## config.mk

```make
export PLATFORM = sky130hd
export DESIGN_NAME = seven_seg_scan_decoder_flat
export DESIGN_NICKNAME = d
export VERILOG_FILES = /design/src/rtl/seven_seg_scan_if.sv /design/src/rtl/seven_seg_scan_decoder.sv /design/src/flat_wrapper.sv
export SDC_FILE = /design/constraint.sdc
export NUM_CORES = 1
export LEC_CHECK = 0
export CAP_MARGIN = 20
export CORE_ASPECT_RATIO = 0.9
export CORE_MARGIN = 2
export CORE_UTILIZATION = 60
export DETAILED_ROUTE_END_ITERATION = 8
export HOLD_SLACK_MARGIN = 0.12
export PLACE_DENSITY = 0.81
export SYNTH_ARGS = -nofsm -noshare
export SYNTH_HDL_FRONTEND = slang
export SYNTH_SLANG_ARGS = --single-unit
```

## constraint.sdc

```tcl
create_clock -name clk -period 3.89 [get_ports clk]
set_input_delay 0.389 -clock clk [delete_from_list [all_inputs] [get_ports clk]]
set_output_delay 0.389 -clock clk [all_outputs]
set_load 0.005 [all_outputs]
```

## src/rtl/seven_seg_scan_if.sv

```systemverilog
// Multiplexed 7-segment display bus plus the decoded-frame outputs of the scan decoder.
// The master drives the display lines; the slave recovers digits from them.
interface seven_seg_scan_if #(
    parameter int NUM_DIGITS = 4
);
    logic [6:0]              seg_n;
    logic [NUM_DIGITS-1:0]   dig_sel;
    logic [4*NUM_DIGITS-1:0] value;
    logic [NUM_DIGITS-1:0]   digit_err;
    logic                    frame_valid;

    modport master (
        output seg_n,
        output dig_sel,
        input  value,
        input  digit_err,
        input  frame_valid
    );

    modport slave (
        input  seg_n,
        input  dig_sel,
        output value,
        output digit_err,
        output frame_valid
    );
endinterface

```

## src/rtl/seven_seg_scan_decoder.sv

```systemverilog
// Recovers BCD digits from a multiplexed active-low 7-segment bus: each strobed digit must hold
// steady for STABLE_CYCLES samples before capture, and a word is published once every digit is seen.
module seven_seg_scan_decoder #(
    parameter int NUM_DIGITS    = 4,
    parameter int STABLE_CYCLES = 4
) (
    input  logic              clk,
    input  logic              resetn,
    seven_seg_scan_if.slave   bus
);

    typedef enum logic [1:0] {
        ST_IDLE    = 2'd0,
        ST_SETTLE  = 2'd1,
        ST_CAPTURE = 2'd2,
        ST_DONE    = 2'd3
    } state_t;

    localparam logic [7:0]            STABLE_C = 8'(STABLE_CYCLES);
    localparam logic [NUM_DIGITS-1:0] ALL_ONES = {NUM_DIGITS{1'b1}};
    localparam logic [NUM_DIGITS-1:0] NONE     = {NUM_DIGITS{1'b0}};

    // Inverse of the binary-to-segment encoder; returns {err, nibble}.
    function automatic logic [4:0] decode_seg(input logic [6:0] seg);
        case (seg)
            7'h40:   decode_seg = {1'b0, 4'd0};
            7'h79:   decode_seg = {1'b0, 4'd1};
            7'h24:   decode_seg = {1'b0, 4'd2};
            7'h30:   decode_seg = {1'b0, 4'd3};
            7'h19:   decode_seg = {1'b0, 4'd4};
            7'h12:   decode_seg = {1'b0, 4'd5};
            7'h02:   decode_seg = {1'b0, 4'd6};
            7'h78:   decode_seg = {1'b0, 4'd7};
            7'h00:   decode_seg = {1'b0, 4'd8};
            7'h10:   decode_seg = {1'b0, 4'd9};
            default: decode_seg = {1'b1, 4'd0};
        endcase
    endfunction

    logic [6:0]              s_seg_q, p_seg_q;
    logic [NUM_DIGITS-1:0]   s_sel_q, p_sel_q;
    logic [7:0]              cnt_q, cnt_d;
    state_t                  state_q, state_d;
    logic [NUM_DIGITS-1:0]   mask_q, mask_d;
    logic [4*NUM_DIGITS-1:0] hold_val_q, hold_val_d;
    logic [NUM_DIGITS-1:0]   hold_err_q, hold_err_d;
    logic [4*NUM_DIGITS-1:0] value_q, value_d;
    logic [NUM_DIGITS-1:0]   digit_err_q, digit_err_d;
    logic                    frame_valid_q, frame_valid_d;
    logic                    onehot_s, changed_s, capture_s;
    logic [4:0]              dec_s;

    // Input sampling, previous-sample copy and all state registers.
    always_ff @(posedge clk or negedge resetn) begin
        if (!resetn) begin
            s_seg_q       <= 7'h00;
            s_sel_q       <= NONE;
            p_seg_q       <= 7'h00;
            p_sel_q       <= NONE;
            cnt_q         <= 8'd0;
            state_q       <= ST_IDLE;
            mask_q        <= NONE;
            hold_val_q    <= {(4*NUM_DIGITS){1'b0}};
            hold_err_q    <= NONE;
            value_q       <= {(4*NUM_DIGITS){1'b0}};
            digit_err_q   <= NONE;
            frame_valid_q <= 1'b0;
        end else begin
            s_seg_q       <= bus.seg_n;
            s_sel_q       <= bus.dig_sel;
            p_seg_q       <= s_seg_q;
            p_sel_q       <= s_sel_q;
            cnt_q         <= cnt_d;
            state_q       <= state_d;
            mask_q        <= mask_d;
            hold_val_q    <= hold_val_d;
            hold_err_q    <= hold_err_d;
            value_q       <= value_d;
            digit_err_q   <= digit_err_d;
            frame_valid_q <= frame_valid_d;
        end
    end

    // Stability counter and scan FSM; a capture fires on the edge the counter reaches STABLE_C.
    always_comb begin
        onehot_s  = $onehot(s_sel_q);
        changed_s = (s_seg_q != p_seg_q) || (s_sel_q != p_sel_q);
        state_d   = state_q;
        capture_s = 1'b0;

        if (!onehot_s) begin
            cnt_d = 8'd0;
        end else if (changed_s) begin
            cnt_d = 8'd1;
        end else if (cnt_q < STABLE_C) begin
            cnt_d = cnt_q + 8'd1;
        end else begin
            cnt_d = cnt_q;
        end

        case (state_q)
            ST_IDLE, ST_SETTLE: begin
                if (!onehot_s) begin
                    state_d = ST_IDLE;
                end else if (cnt_d == STABLE_C) begin
                    state_d   = ST_CAPTURE;
                    capture_s = 1'b1;
                end else begin
                    state_d = ST_SETTLE;
                end
            end
            ST_CAPTURE, ST_DONE: begin
                if (!onehot_s) begin
                    state_d = ST_IDLE;
                end else if (changed_s) begin
                    // With a one-sample filter a change is already stable enough to capture.
                    if (cnt_d == STABLE_C) begin
                        state_d   = ST_CAPTURE;
                        capture_s = 1'b1;
                    end else begin
                        state_d = ST_SETTLE;
                    end
                end else begin
                    state_d = ST_DONE;
                end
            end
            default: begin
                state_d = ST_IDLE;
            end
        endcase
    end

    // Holding registers, capture mask and frame publication.
    always_comb begin
        dec_s         = decode_seg(s_seg_q);
        hold_val_d    = hold_val_q;
        hold_err_d    = hold_err_q;
        mask_d        = mask_q;
        value_d       = value_q;
        digit_err_d   = digit_err_q;
        frame_valid_d = 1'b0;

        if (capture_s) begin
            for (int i = 0; i < NUM_DIGITS; i++) begin
                if (s_sel_q[i]) begin
                    hold_val_d[4*i +: 4] = dec_s[3:0];
                    hold_err_d[i]        = dec_s[4];
                end else begin
                    hold_val_d[4*i +: 4] = hold_val_q[4*i +: 4];
                    hold_err_d[i]        = hold_err_q[i];
                end
            end
            mask_d = mask_q | s_sel_q;
            if (mask_d == ALL_ONES) begin
                value_d       = hold_val_d;
                digit_err_d   = hold_err_d;
                frame_valid_d = 1'b1;
                mask_d        = NONE;
            end else begin
                frame_valid_d = 1'b0;
            end
        end else begin
            frame_valid_d = 1'b0;
        end
    end

    assign bus.value       = value_q;
    assign bus.digit_err   = digit_err_q;
    assign bus.frame_valid = frame_valid_q;

endmodule

```

## src/flat_wrapper.sv

```systemverilog
// flat-port wrapper written by rule: the top's interface ports become plain ports
module seven_seg_scan_decoder_flat 
#(
    parameter int NUM_DIGITS    = 4,
    parameter int STABLE_CYCLES = 4
)
  (clk, resetn, bus_seg_n, bus_dig_sel, bus_value, bus_digit_err, bus_frame_valid);
  seven_seg_scan_if #(.NUM_DIGITS(NUM_DIGITS)) bus_i ();
  input  logic clk;
  input  logic resetn;
  input wire logic [$bits(bus_i.seg_n)-1:0] bus_seg_n;
  input wire logic [$bits(bus_i.dig_sel)-1:0] bus_dig_sel;
  output wire logic [$bits(bus_i.value)-1:0] bus_value;
  output wire logic [$bits(bus_i.digit_err)-1:0] bus_digit_err;
  output wire logic [$bits(bus_i.frame_valid)-1:0] bus_frame_valid;
  assign bus_i.seg_n = bus_seg_n;
  assign bus_i.dig_sel = bus_dig_sel;
  assign bus_value = bus_i.value;
  assign bus_digit_err = bus_i.digit_err;
  assign bus_frame_valid = bus_i.frame_valid;
  seven_seg_scan_decoder #(.NUM_DIGITS(NUM_DIGITS), .STABLE_CYCLES(STABLE_CYCLES)) u_core (.clk(clk), .resetn(resetn), .bus(bus_i));
endmodule
```

* Word-level counts from Yosys, hierarchy flattened
Index checks and enable logic that the tools add are counted.
W data, S select, Z words.
** Storage, ports and cells
- Register bits :: 77
- Input port bits :: 13
- Output and inout port bits :: 21
- Logic and storage cells :: 66
** Cells by class
- $add $sub $neg :: 4
- Order comparisons :: 1
- Equality and inequality tests :: 17
- Mux-type cells :: 25
- Bitwise operators :: 1
- Reduce and logical (&&, ||, !) cells :: 6
** Operator list (count)
- $pmux W5 S10 :: 1
- $mux W8 :: 3
- $eq A7 B5 Y1 const B :: 3
- $eq A7 B7 Y1 const B :: 3
- $mux W4 :: 5
- $eq A7 B6 Y1 const B :: 2
- $mux W1 :: 10
- $add A8 B1 Y8 const B :: 1
- $eq A8 B3 Y1 const B :: 1
- $lt A8 B3 Y1 const B :: 1
- $mux W2 :: 4
- $eq A7 B2 Y1 const B :: 1
- $logic_not A7 Y1 :: 1
- $ne A7 B7 Y1 :: 1
- $add A1 B1 Y2 :: 2
- $eq A2 B2 Y1 const B :: 2
- $eq A4 B4 Y1 const B :: 1
- $ne A4 B4 Y1 :: 1
- $or A4 B4 Y4 :: 1
- $pmux W2 S2 :: 1
- $reduce_or A2 Y1 :: 2
- $add A3 B3 Y3 :: 1
- $eq A3 B1 Y1 const B :: 1
- $eq A2 B1 Y1 const B :: 1
- other kinds (4) :: 4

* Longest topological paths before layout
Gate-level depths: netlist of the first run.
- Depth after elaboration :: 10
- Depth in mapped cells :: 9
- Depth with buffers taken out :: 8

* Least setup slack after synthesis of the first run
OpenSTA, ideal clock, no wires.
- Path kind :: reg-to-reg
- Start :: reg u_core.s_sel_q[0]
- End :: reg u_core.hold_val_q[7]
- Library setup time :: 0.128 ns
- Data arrival time :: 2.492 ns
- Data required time :: 3.762 ns
- Setup slack :: 1.271 ns
- Stages on the path, launching flop included :: 9
- Path buffers :: 0
- Period minus slack after synthesis :: 2.619 ns
- Path through :: dfrtp_1 -> ha_1 -> ha_1 -> fa_1 -> nor2_1 -> nand2_1 -> nor4_2 -> nand4_1 -> mux2_1
** Between the ends
- Cells in the longest elaborated chain, start to end :: 9
- Elaborated cells on any way between the ends :: 13
- Classes of those cells :: add/sub: 2; eq/ne: 3; mux: 7; reduce/logical: 1
** Ends and longest elaborated chain
- start: declaration :: RTL line seven_seg_scan_decoder.sv:41 : logic [NUM_DIGITS-1:0] s_sel_q, p_sel_q;
- start signal: assignment :: RTL line seven_seg_scan_decoder.sv:70 : s_sel_q <= bus.dig_sel;
- $add A1 B1 Y2 (not written as such) / $ne A4 B4 Y1 (equally long branches) :: RTL line seven_seg_scan_decoder.sv:86, seven_seg_scan_decoder.sv:87
- $add A3 B3 Y3 (not written as such) / $logic_or A1 B1 Y1 (equally long branches) :: RTL line seven_seg_scan_decoder.sv:86, seven_seg_scan_decoder.sv:87
- $eq A3 B1 Y1 / $mux W8 (equally long branches) :: RTL line seven_seg_scan_decoder.sv:86, seven_seg_scan_decoder.sv:93
- $mux W8 :: RTL line seven_seg_scan_decoder.sv:91 : if (!onehot_s) begin
- $eq A8 B3 Y1 :: RTL line seven_seg_scan_decoder.sv:105, seven_seg_scan_decoder.sv:117
- $mux W1 :: RTL line seven_seg_scan_decoder.sv:105, seven_seg_scan_decoder.sv:117
- $mux W1 :: RTL line seven_seg_scan_decoder.sv:115 : end else if (changed_s) begin
- $mux W1 :: RTL line seven_seg_scan_decoder.sv:113 : if (!onehot_s) begin
- $pmux W1 S2 * :: RTL line seven_seg_scan_decoder.sv:101 : case (state_q)
- end signal: assignment :: RTL line seven_seg_scan_decoder.sv:63 : hold_val_q <= {(4*NUM_DIGITS){1'b0}};
- end signal: assignment :: RTL line seven_seg_scan_decoder.sv:76 : hold_val_q <= hold_val_d;
- end: declaration :: RTL line seven_seg_scan_decoder.sv:45 : logic [4*NUM_DIGITS-1:0] hold_val_q, hold_val_d;
Every way passes the cells marked *; elsewhere a longest branch is shown, timed or not.
A chain may end at the register's enable or synchronous reset.

* Final worst setup path of the first run
- Start :: reg u_core.s_sel_q[1]
- End :: reg u_core.hold_val_q[7]
** Between the ends
- Cells in the longest elaborated chain, start to end :: 9
- Elaborated cells on any way between the ends :: 14
- Classes of those cells :: add/sub: 2; eq/ne: 3; mux: 8; reduce/logical: 1
** Ends and longest elaborated chain (RTL line)
- $add A1 B1 Y2 (not written as such) / $ne A4 B4 Y1 (equally long branches) :: seven_seg_scan_decoder.sv:86, seven_seg_scan_decoder.sv:87
- $add A3 B3 Y3 (not written as such) / $logic_or A1 B1 Y1 (equally long branches) :: seven_seg_scan_decoder.sv:86, seven_seg_scan_decoder.sv:87
- $eq A3 B1 Y1 / $mux W8 (equally long branches) :: seven_seg_scan_decoder.sv:86, seven_seg_scan_decoder.sv:93
- $mux W8 :: seven_seg_scan_decoder.sv:91
- $eq A8 B3 Y1 :: seven_seg_scan_decoder.sv:105, seven_seg_scan_decoder.sv:117
- $mux W1 :: seven_seg_scan_decoder.sv:105, seven_seg_scan_decoder.sv:117
- $mux W1 :: seven_seg_scan_decoder.sv:115
- $mux W1 :: seven_seg_scan_decoder.sv:113
- $pmux W1 S2 :: seven_seg_scan_decoder.sv:101
Parallel ways exist; a longest one is shown, timed or not.

==> reports/qor.yml, run 1 <==
cts_resized: 0
reg2reg_depth: 9
hold_viol_final: 0
finalSetupViolations: 0
routed_wl_mm: 6.419
crit_slowest_cell: "dfrtp_1"
critPathLaunchType: "flip-flop"
clk_latency_ps: 350
instances_no_fill: 361
port_buffers: 33
crit_family: "adder cells"
multi_input_area_um2: 1346
power_leakage_nw: 1.809
hp-class: "primary input to asynchronous set/reset pin"
synth_cell_type_count: 45
final_cell_mix: "76 x dfrtp_1, 32 x clkdlybuf4s50_1, 30 x mux2_2"
path_depth: 9
cp_common_cell: "ha_1"
async_flop_share: 1.000
cts.sinks: 76
dieArea_um2: 6179
grt.total_usage: 0.2407
synth_top_area_cell: "dfrtp_1"
htreeDepth: 3
cp-end-kind: "flip-flop"
dr.pass1.iters: 4
clockBufferDepth: 2
crit_required_ps: 4120
synth_edf_count: 0
period_share: 0.8328
fillers: 372
p_per_area_nw_per_um2: 410.0
avgSynthCellArea_um2: 13.15
synth_seq_cells: 76
drive_above_1_share: 0.2211
drt_iter0_markers: 118
final_common_cell: "dfrtp_1"
postRouteAntennaNets: 0
crit_chain: "ha_1, ha_1, fa_1, nor2_1, nand2_1, nor4_2, buf_4, nand4_1, mux2_1"
finalNetCount: 307
rsz0062_at_grt: "false"
grt_pass1_wl_mm: 10.60
use_met2: 0.3907
syn_nets: 272
worst_slew_pin_slew_ps: 921.0
crit_fanout: 13
synth_top_cells_by_area: "dfrtp_1 57%, mux2_2 10%, mux2_4 4.5%"
grt_max_degree: 77
finClkSkew_ps: 6.696
tritoncts: "built"
hpwl_mm: 4.424
relSlewSlack: 0.3860
fmax_mhz: 308.7
grtUsageMet3: 0.07794
vdd_ir_drop_max_uv: 265.5
area_growth_pct: 17.76
outcome: "finished, final reports clean"
yosysSeqAreaShare: 0.5695
die_h_um: 74.78
io_pins: 34
grt_pass1_vias: 2117
vias_per_cell: 5.842
fin_crit_ps: 3239
rows: 25
ys.flop_type: "dfrtp_1"
die_x_um: 82.64
cts_buffers: 9
clk_pin_slew_ps: 70
drc_errors: 0
critPathBufInv: 1
cp_slowest_stage_delay_ps: 630
postCtsSetupBuffers: 0
setup_tns_ps: 0
cts-hold-fix-buffers: 0
maxCapViolations: 0
core_area_um2: 5318
antenna_found_initial: 0
initial_core_util: 0.6280
syn-cell-area_um2: 3339
synth_cells: 254
root_buffer: "clkbuf_8"
grt.busiest_layer: "met2"
wl_per_cell_um: 17.78
grt.overflow.total: 0
finalMaxSlewViolations: 0
crit_type: "flip-flop to flip-flop"
n_antenna_cell: 0
ff_latch_area_um2: 1902
route.vias.total: 2109
place.gp.congestion: 0.8120
use_met1: 0.3153
dp_cells: 345
ys_warn_count: 0
synth_top_area_share: 0.5695
cp.arrival_ps: 3470
## report_power, final
part | total (mW) | switching [mW] | internal (mW)
registers | 0.827 | 0.0234 | 0.803
clock network | 0.697 | 0.272 | 0.424
logic | 0.0890 | 0.0472 | 0.0417
total | 1.61 | 0.343 | 1.27
## per-stage QoR
step	cell area, um2	hold slack, ps	setup WS [ps]	utilization	total power [mW]
final	3933	169.7	650.6	0.7395	1.612
after global routing	3933	250.7	470.3	0.7395	1.671
after CTS	3933	219.7	698.7	0.7395	1.621
after detailed placement	3701	474.8	693.1	0.6960	0.9312
after global placement	3701	471.0	829.4	0.6960	0.9277
after floorplan	3339	93.41	1271	-	0.8879
## layer usage
metal,vias to the layer above,part of all wire
met4,0,0.013
li1,980,-
met3,8,0.048
met1,1073,0.44
met5,-,0
met2,48,0.50
## sequential cells by signal, summed over array words and instances, names as in the netlist, 4 cells and up
signal	cells
u_core.p_seg_q	7
u_core.hold_val_q	16
u_core.bus.value	16
u_core.s_sel_q	4
u_core.hold_err_q	4
u_core.cnt_q	8
u_core.s_seg_q	7
u_core.mask_q	4
u_core.p_sel_q	4
u_core.bus.digit_err	4
## area by class of cell
class	count	area share
clock buffers	11	0.03341
clock inverters	5	0.02545
inverters	5	0.004773
multi-input cells	161	0.3423
flip-flops and latches	76	0.4836
well taps	67	0.02132
repair buffers	36	0.08909
## logic make-up (layout without fill, tap and decap cells)
family	after synthesis	after routing	synth area share
AND/OR/NAND/NOR	63	63	0.1162
flip-flops	76	76	0.5695
XOR/XNOR	13	13	0.03410
buffers and inverters	17	57	0.02735
multiplexers	49	49	0.1765
AO/OA/AOI/OAI	31	31	0.05546
adder cells (fa/ha/maj)	5	5	0.02098
## cells in the mapped netlist, drive strengths merged (2+ instances only)
cell,n
a21oi,18
a31oi,3
and2,5
buf,3
clkbuf,9
dfrtp,76
ha,4
inv,5
mux2,49
nand2,4
nand3,2
nand4,5
nand4bb,4
nor2,19
nor2b,3
nor3,4
nor4,4
nor4b,3
o21ai,2
or3,3
xnor2,8
xor2,5
## worst paths after layout
check,to,from,slack (ps)
worst max register to register,u_core.hold_val_q[7]$_DFFE_PN0P_,u_core.s_sel_q[1]$_DFF_PN0_,650
worst max-delay path,u_core.hold_val_q[7]$_DFFE_PN0P_,u_core.s_sel_q[1]$_DFF_PN0_,650
worst min-delay path,u_core.cnt_q[2]$_DFF_PN0_,resetn,170
min in group clk,u_core.s_seg_q[3]$_DFF_PN0_,bus_seg_n[3],480
worst min register to register,u_core.bus.value[14]$_DFFE_PN0P_,u_core.bus.value[14]$_DFFE_PN0P_,490
max in group asynchronous,u_core.hold_val_q[15]$_DFFE_PN0P_,resetn,3120
Note: power is estimated with default switching activity, not from simulation.
==> inputs of run 2 (changes only) <==
Settings changed: CORE_UTILIZATION 60 to 51, PLACE_DENSITY 0.81 to 0.73.
Clock period 3.89 ns to 2.7 ns, I/O delays scaled along.
==> run 2 against run 1 <==
  * Register-to-register slack lost 480 ps
  * Maximum frequency grew 28%
  * Sequential power grew 43%
  * Design area grew 4.5%
  * Critical path type unchanged
  * Clock skew shrank 2.5 ps
  * Routed wire length shrank 5.9%
  * Setup slack lost 480 ps
  * Flip-flop and latch count is the same
==> reports/qor.yml, run 2 (synthesis gave the netlist of run 1 again) <==
critPathLaunchType: "flip-flop"
grt_max_degree: 77
fmax_mhz: 395.9
io_pins: 34
route.vias.total: 2071
cts_buffers: 9
die_x_um: 89.30
crit_slowest_cell: "fa_1"
placed_area_um2: 3816
intPower_mw: 1.934
power_leakage_nw: 1.881
area_growth_pct: 23.12
final_common_cell: "dfrtp_1"
grt_pass1_vias: 2122
dieArea_um2: 7212
pwr-share-comb: 0.059
finalInstanceArea_um2: 4111
grt_pass1_wl_mm: 10.27
p_seq_frac: 0.484
drt_iter0_markers: 81
fin_crit_ps: 2526
fillers: 510
vias_per_cell: 5.283
min_to: "u_core.s_sel_q[1]$_DFF_PN0_"
grt.overflow.total: 0
wl_per_cell_um: 15.40
timing.rr.end: "u_core.hold_val_q[15]$_DFFE_PN0P_"
finalNetCount: 318
cp-end-kind: "flip-flop"
n_antenna_cell: 0
root_buffer: "clkbuf_8"
holdPathStages: 1
cp_slowest_stage_delay_ps: 430
cp.arrival_ps: 2760
clk_pin_slew_ps: 70
port_buffers: 33
core_area_um2: 6216
p_sw_mw: 0.5030
p_per_area_nw_per_um2: 592.7
path_depth: 10
critPathBufInv: 2
setup_tns_ps: 0
dr.pass1.iters: 4
grt.total_usage: 0.1928
hold_viol_final: 0
clockBufferDepth: 2
p_sw_frac: 0.2064
htreeDepth: 3
drc_errors: 0
routed_wl_mm: 6.038
cp-startpoint: "u_core.s_sel_q[2]$_DFF_PN0_"
final_cell_mix: "76 x dfrtp_1, 32 x clkdlybuf4s50_1, 30 x mux2_2"
r2r_start: "u_core.s_sel_q[2]$_DFF_PN0_"
vdd_ir_drop_max_uv: 421.2
drive_above_1_share: 0.2557
period_share: 0.9356
final_core_util: 0.6614
rows: 27
relSlewSlack: 0.5640
postRouteAntennaNets: 0
hpwl_mm: 4.044
dp_slack_ps: 44.12
fin_total_pwr_mw: 2.437
finalMaxSlewViolations: 0
p_clk_frac: 0.456
clk_latency_ps: 350
worst_slack_ps: 173.9
instances_no_fill: 392
hp-start: "bus_dig_sel[1]"
die_h_um: 80.77
antenna_found_initial: 0
maxCapViolations: 0
hp-class: "primary input to flip-flop"
rrSetupSlack_ps: 170
crit_required_ps: 2930
finClkSkew_ps: 4.174
worst_slew_pin_slew_ps: 650.9
crit_fanout: 8
outcome: "finished, final reports clean"
reg2reg_depth: 10
crit_chain: "ha_1, ha_2, fa_1, nor2_1, nand2_1, nor4_2, buf_4, nand4_1, buf_6, mux2_1"
cts.sinks: 76
whs_ps: 353.7
initial_core_util: 0.5372
tritoncts: "built"
place.gp.congestion: 0.7685
crit_type: "flip-flop to flip-flop"
finalSetupViolations: 0
crit_family: "adder cells"
dp_cells: 374
run 2: cell types whose count changed in the layout (fill, tap and decap cells not counted), moves of 2 or more:
cell and delta:
clkinv_2 -2, buf_4 +5, buf_12 +2, buf_6 +2
run 2: cell type report:
type                    instances  area [um2]  area share
clock buffers                  10       127.6     0.03104
multi-input cells             161        1353      0.3290
flip-flops and latches         76        1902      0.4626
well taps                      87       108.9     0.02648
repair buffers                 47       465.4      0.1132
clock inverters                 6       136.4     0.03317
inverters                       5       18.77    0.004565
run 2: worst reg2reg max path, delay by kind of cell, from the launching register on:
family | cells | cell delay, ps
adder cells (fa/ha/maj) | 3 | 930
AND/OR/NAND/NOR | 4 | 440
flip-flops | 1 | 390
buffers and inverters | 2 | 350
multiplexers | 1 | 310
run 2: routing by layer:
metal	up-vias	track usage	share of wire
li1	1001	-	-
met1	1022	0.2662	0.49
met2	38	0.2830	0.45
met3	10	0.05894	0.032
met4	0	0.08358	0.021
met5	-	0	0
run 2: worst max-delay path by stage:
stage	end	slack (ps)
2_1_floorplan	u_core.hold_val_q[7]$_DFFE_PN0P_	80
3_3_place_gp	u_core.hold_val_q[15]$_DFFE_PN0P_	100
3_5_place_dp	u_core.hold_val_q[7]$_DFFE_PN0P_	40
4_1_cts	u_core.hold_val_q[7]$_DFFE_PN0P_	10
5_1_grt	u_core.hold_val_q[11]$_DFFE_PN0P_	-6
6_report	u_core.hold_val_q[15]$_DFFE_PN0P_	170
run 2: power groups by stage:
stage	sequential, mW	clock [mW]	combinational [mW]
final	1.18	1.11	0.145
after global placement	1.20	0	0.143
after floorplan	1.19	0	0.0858
after CTS	1.18	1.15	0.147
after detailed placement	1.20	0	0.145
after global routing	1.18	1.19	0.166
run 2: timing repair:
| item | CTS | global route |
|---|---|---|
| hold endpoints to repair | 76 | 0 |
| setup endpoints to repair | 0 | 20 |
| resized for setup | 0 | 4 |
| hold buffers | 1 | 0 |
| setup buffers | 0 | 1 |
==> inputs of run 3 (changes only) <==
Settings changed: CORE_ASPECT_RATIO 0.9 to 1.5.
==> run 3 against run 2 <==
  * Global-route usage grew 0.23 points
  * Largest cell class unchanged
  * Final cell count shrank 2.6%
  * Utilization shrank 3.2 points
  * Setup slack lost 51 ps
  * Sequential share of layout area grew 0.99 points
  * Routed wire length grew 6.4%
  * First-iteration DRC count shrank 15%
  * Design area shrank 2.1%
  * Critical endpoint unchanged
  * Combinational power is essentially flat
  * Clock skew grew 7.2 ps
  * Maximum frequency shrank 2.0%
  * Critical path depth is the same
==> reports/qor.yml, run 3 (synthesis gave the netlist of run 1 again) <==
crit_chain: "ha_1, ha_2, fa_1, nor2_1, nand2_1, nor4_2, buf_4, nand4_1, buf_6, mux2_1"
clk_latency_ps: 350
fin_crit_ps: 2577
grt.total_usage: 0.1951
place.gp.congestion: 0.8174
hold_viol_final: 0
final_common_cell: "dfrtp_1"
r2r_start: "u_core.s_sel_q[0]$_DFF_PN0_"
clockBufferDepth: 2
cp.arrival_ps: 2800
rows: 36
rrSetupSlack_ps: 120
drc_errors: 0
grt.overflow.total: 0
n_antenna_cell: 0
rsz0062_at_grt: "false"
placed_area_um2: 3762
dieArea_um2: 7225
grt_pass1_vias: 2161
p_per_area_nw_per_um2: 544.4
worst_slew_pin_slew_ps: 950.6
cp_slowest_stage_delay_ps: 440
drt_iter0_markers: 69
clk_pin_slew_ps: 80
hpwl_mm: 4.337
finalMaxSlewViolations: 0
initial_core_util: 0.5221
final_core_util: 0.6293
hp-class: "primary input to flip-flop"
holdPathStages: 1
route.vias.total: 2126
reg2reg_depth: 10
period_share: 0.9544
drive_above_1_share: 0.2582
die_x_um: 70.07
maxCapViolations: 0
port_buffers: 33
crit_fanout: 5
wl_per_cell_um: 16.81
die_h_um: 103.1
routed_wl_mm: 6.423
finalNetCount: 319
root_buffer: "clkbuf_8"
finalSetupViolations: 0
power_leakage_nw: 1.845
core_area_um2: 6396
postRouteAntennaNets: 0
finalInstanceArea_um2: 4025
relSlewSlack: 0.3663
crit_type: "flip-flop to flip-flop"
crit_required_ps: 2930
fmax_mhz: 388.1
antenna_found_initial: 0
timing.rr.end: "u_core.hold_val_q[15]$_DFFE_PN0P_"
dr.pass1.iters: 4
grt_pass1_wl_mm: 10.69
hp-start: "bus_seg_n[2]"
area_growth_pct: 20.53
cts_buffers: 9
htreeDepth: 3
cts.sinks: 76
cp-end-kind: "flip-flop"
crit_slowest_cell: "fa_1"
outcome: "finished, final reports clean"
io_pins: 34
vdd_ir_drop_max_uv: 436.9
vias_per_cell: 5.565
finClkSkew_ps: 11.35
whs_ps: 352.5
final_cell_mix: "76 x dfrtp_1, 32 x clkdlybuf4s50_1, 30 x mux2_2"
critPathLaunchType: "flip-flop"
min_to: "u_core.s_seg_q[2]$_DFF_PN0_"
tritoncts: "built"
grt_max_degree: 77
## run 3: per-layer routing
metal  wire [um]  vias up  part of all wire  track usage
li1            -     1000                 -            -
met1        2727     1080              0.42       0.2367
met2        3375       36              0.53       0.3407
met3         183       10             0.028      0.04203
met4         136        0             0.021      0.07988
met5           0        -                 0            0
## run 3: stage by stage
| stage | TNS, ps | std cells | power, mW | setup slack (ps) |
|---|---|---|---|---|
| floorplan | 0 | 254 | 1.279 | 80.85 |
| global placement | -67.46 | 359 | 1.344 | -48.43 |
| detailed placement | -1130 | 359 | 1.350 | -107.7 |
| CTS | 0 | 381 | 2.209 | 9.763 |
| global route | 0 | 382 | 2.281 | 3.434 |
| finish | 0 | 382 | 2.191 | 123.1 |
## run 3: layout make-up
cell class                      instances  area [um2]
Tap cell                               76       95.09
Inverter                                5       18.77
Clock inverter                          5       58.81
Multi-Input combinational cell        161        1350
Fill cell                             519        2371
Clock buffer                           11       141.4
Sequential cell                        76        1902
Timing Repair Buffer                   48       459.2
## run 3: where the power goes
group | switching [mW] | internal (mW) | leakage [nW]
Clock | 0.410 | 0.454 | 0.0959
Sequential | 0.0230 | 1.16 | 1.01
Combinational | 0.0806 | 0.0668 | 0.739
## run 3: timing repair
action | 4_1_cts | 5_1_grt
gates cloned | 0 | 0
pin swaps | 0 | 3
gates resized for setup | 0 | 3
endpoints found under the setup margin | 20 | 29
buffers inserted | 5 | 1
endpoints found under the hold margin | 76 | 0
hold buffers | 1 | 0
## run 3: how the worst max path moves through the flow
stage,from,to,slack (ps),cells past startpoint
after global routing,u_core.s_sel_q[0]$_DFF_PN0_,u_core.hold_val_q[15]$_DFFE_PN0P_,3,10
after global placement,u_core.s_sel_q[0]$_DFF_PN0_,u_core.hold_val_q[15]$_DFFE_PN0P_,-50,9
after CTS,u_core.s_sel_q[0]$_DFF_PN0_,u_core.hold_val_q[15]$_DFFE_PN0P_,10,10
after detailed placement,u_core.s_sel_q[2]$_DFF_PN0_,u_core.hold_val_q[15]$_DFFE_PN0P_,-110,9
after floorplan,u_core.s_sel_q[0]$_DFF_PN0_,u_core.hold_val_q[7]$_DFFE_PN0P_,80,8
final,u_core.s_sel_q[0]$_DFF_PN0_,u_core.hold_val_q[15]$_DFFE_PN0P_,120,10
## run 3: critical path, delay by kind of cell, from the launching register on
family                   cells  cell delay, ps
flip-flops                   1             390
AND/OR/NAND/NOR              4             500
multiplexers                 1             300
buffers and inverters        2             350
adder cells (fa/ha/maj)      3             930
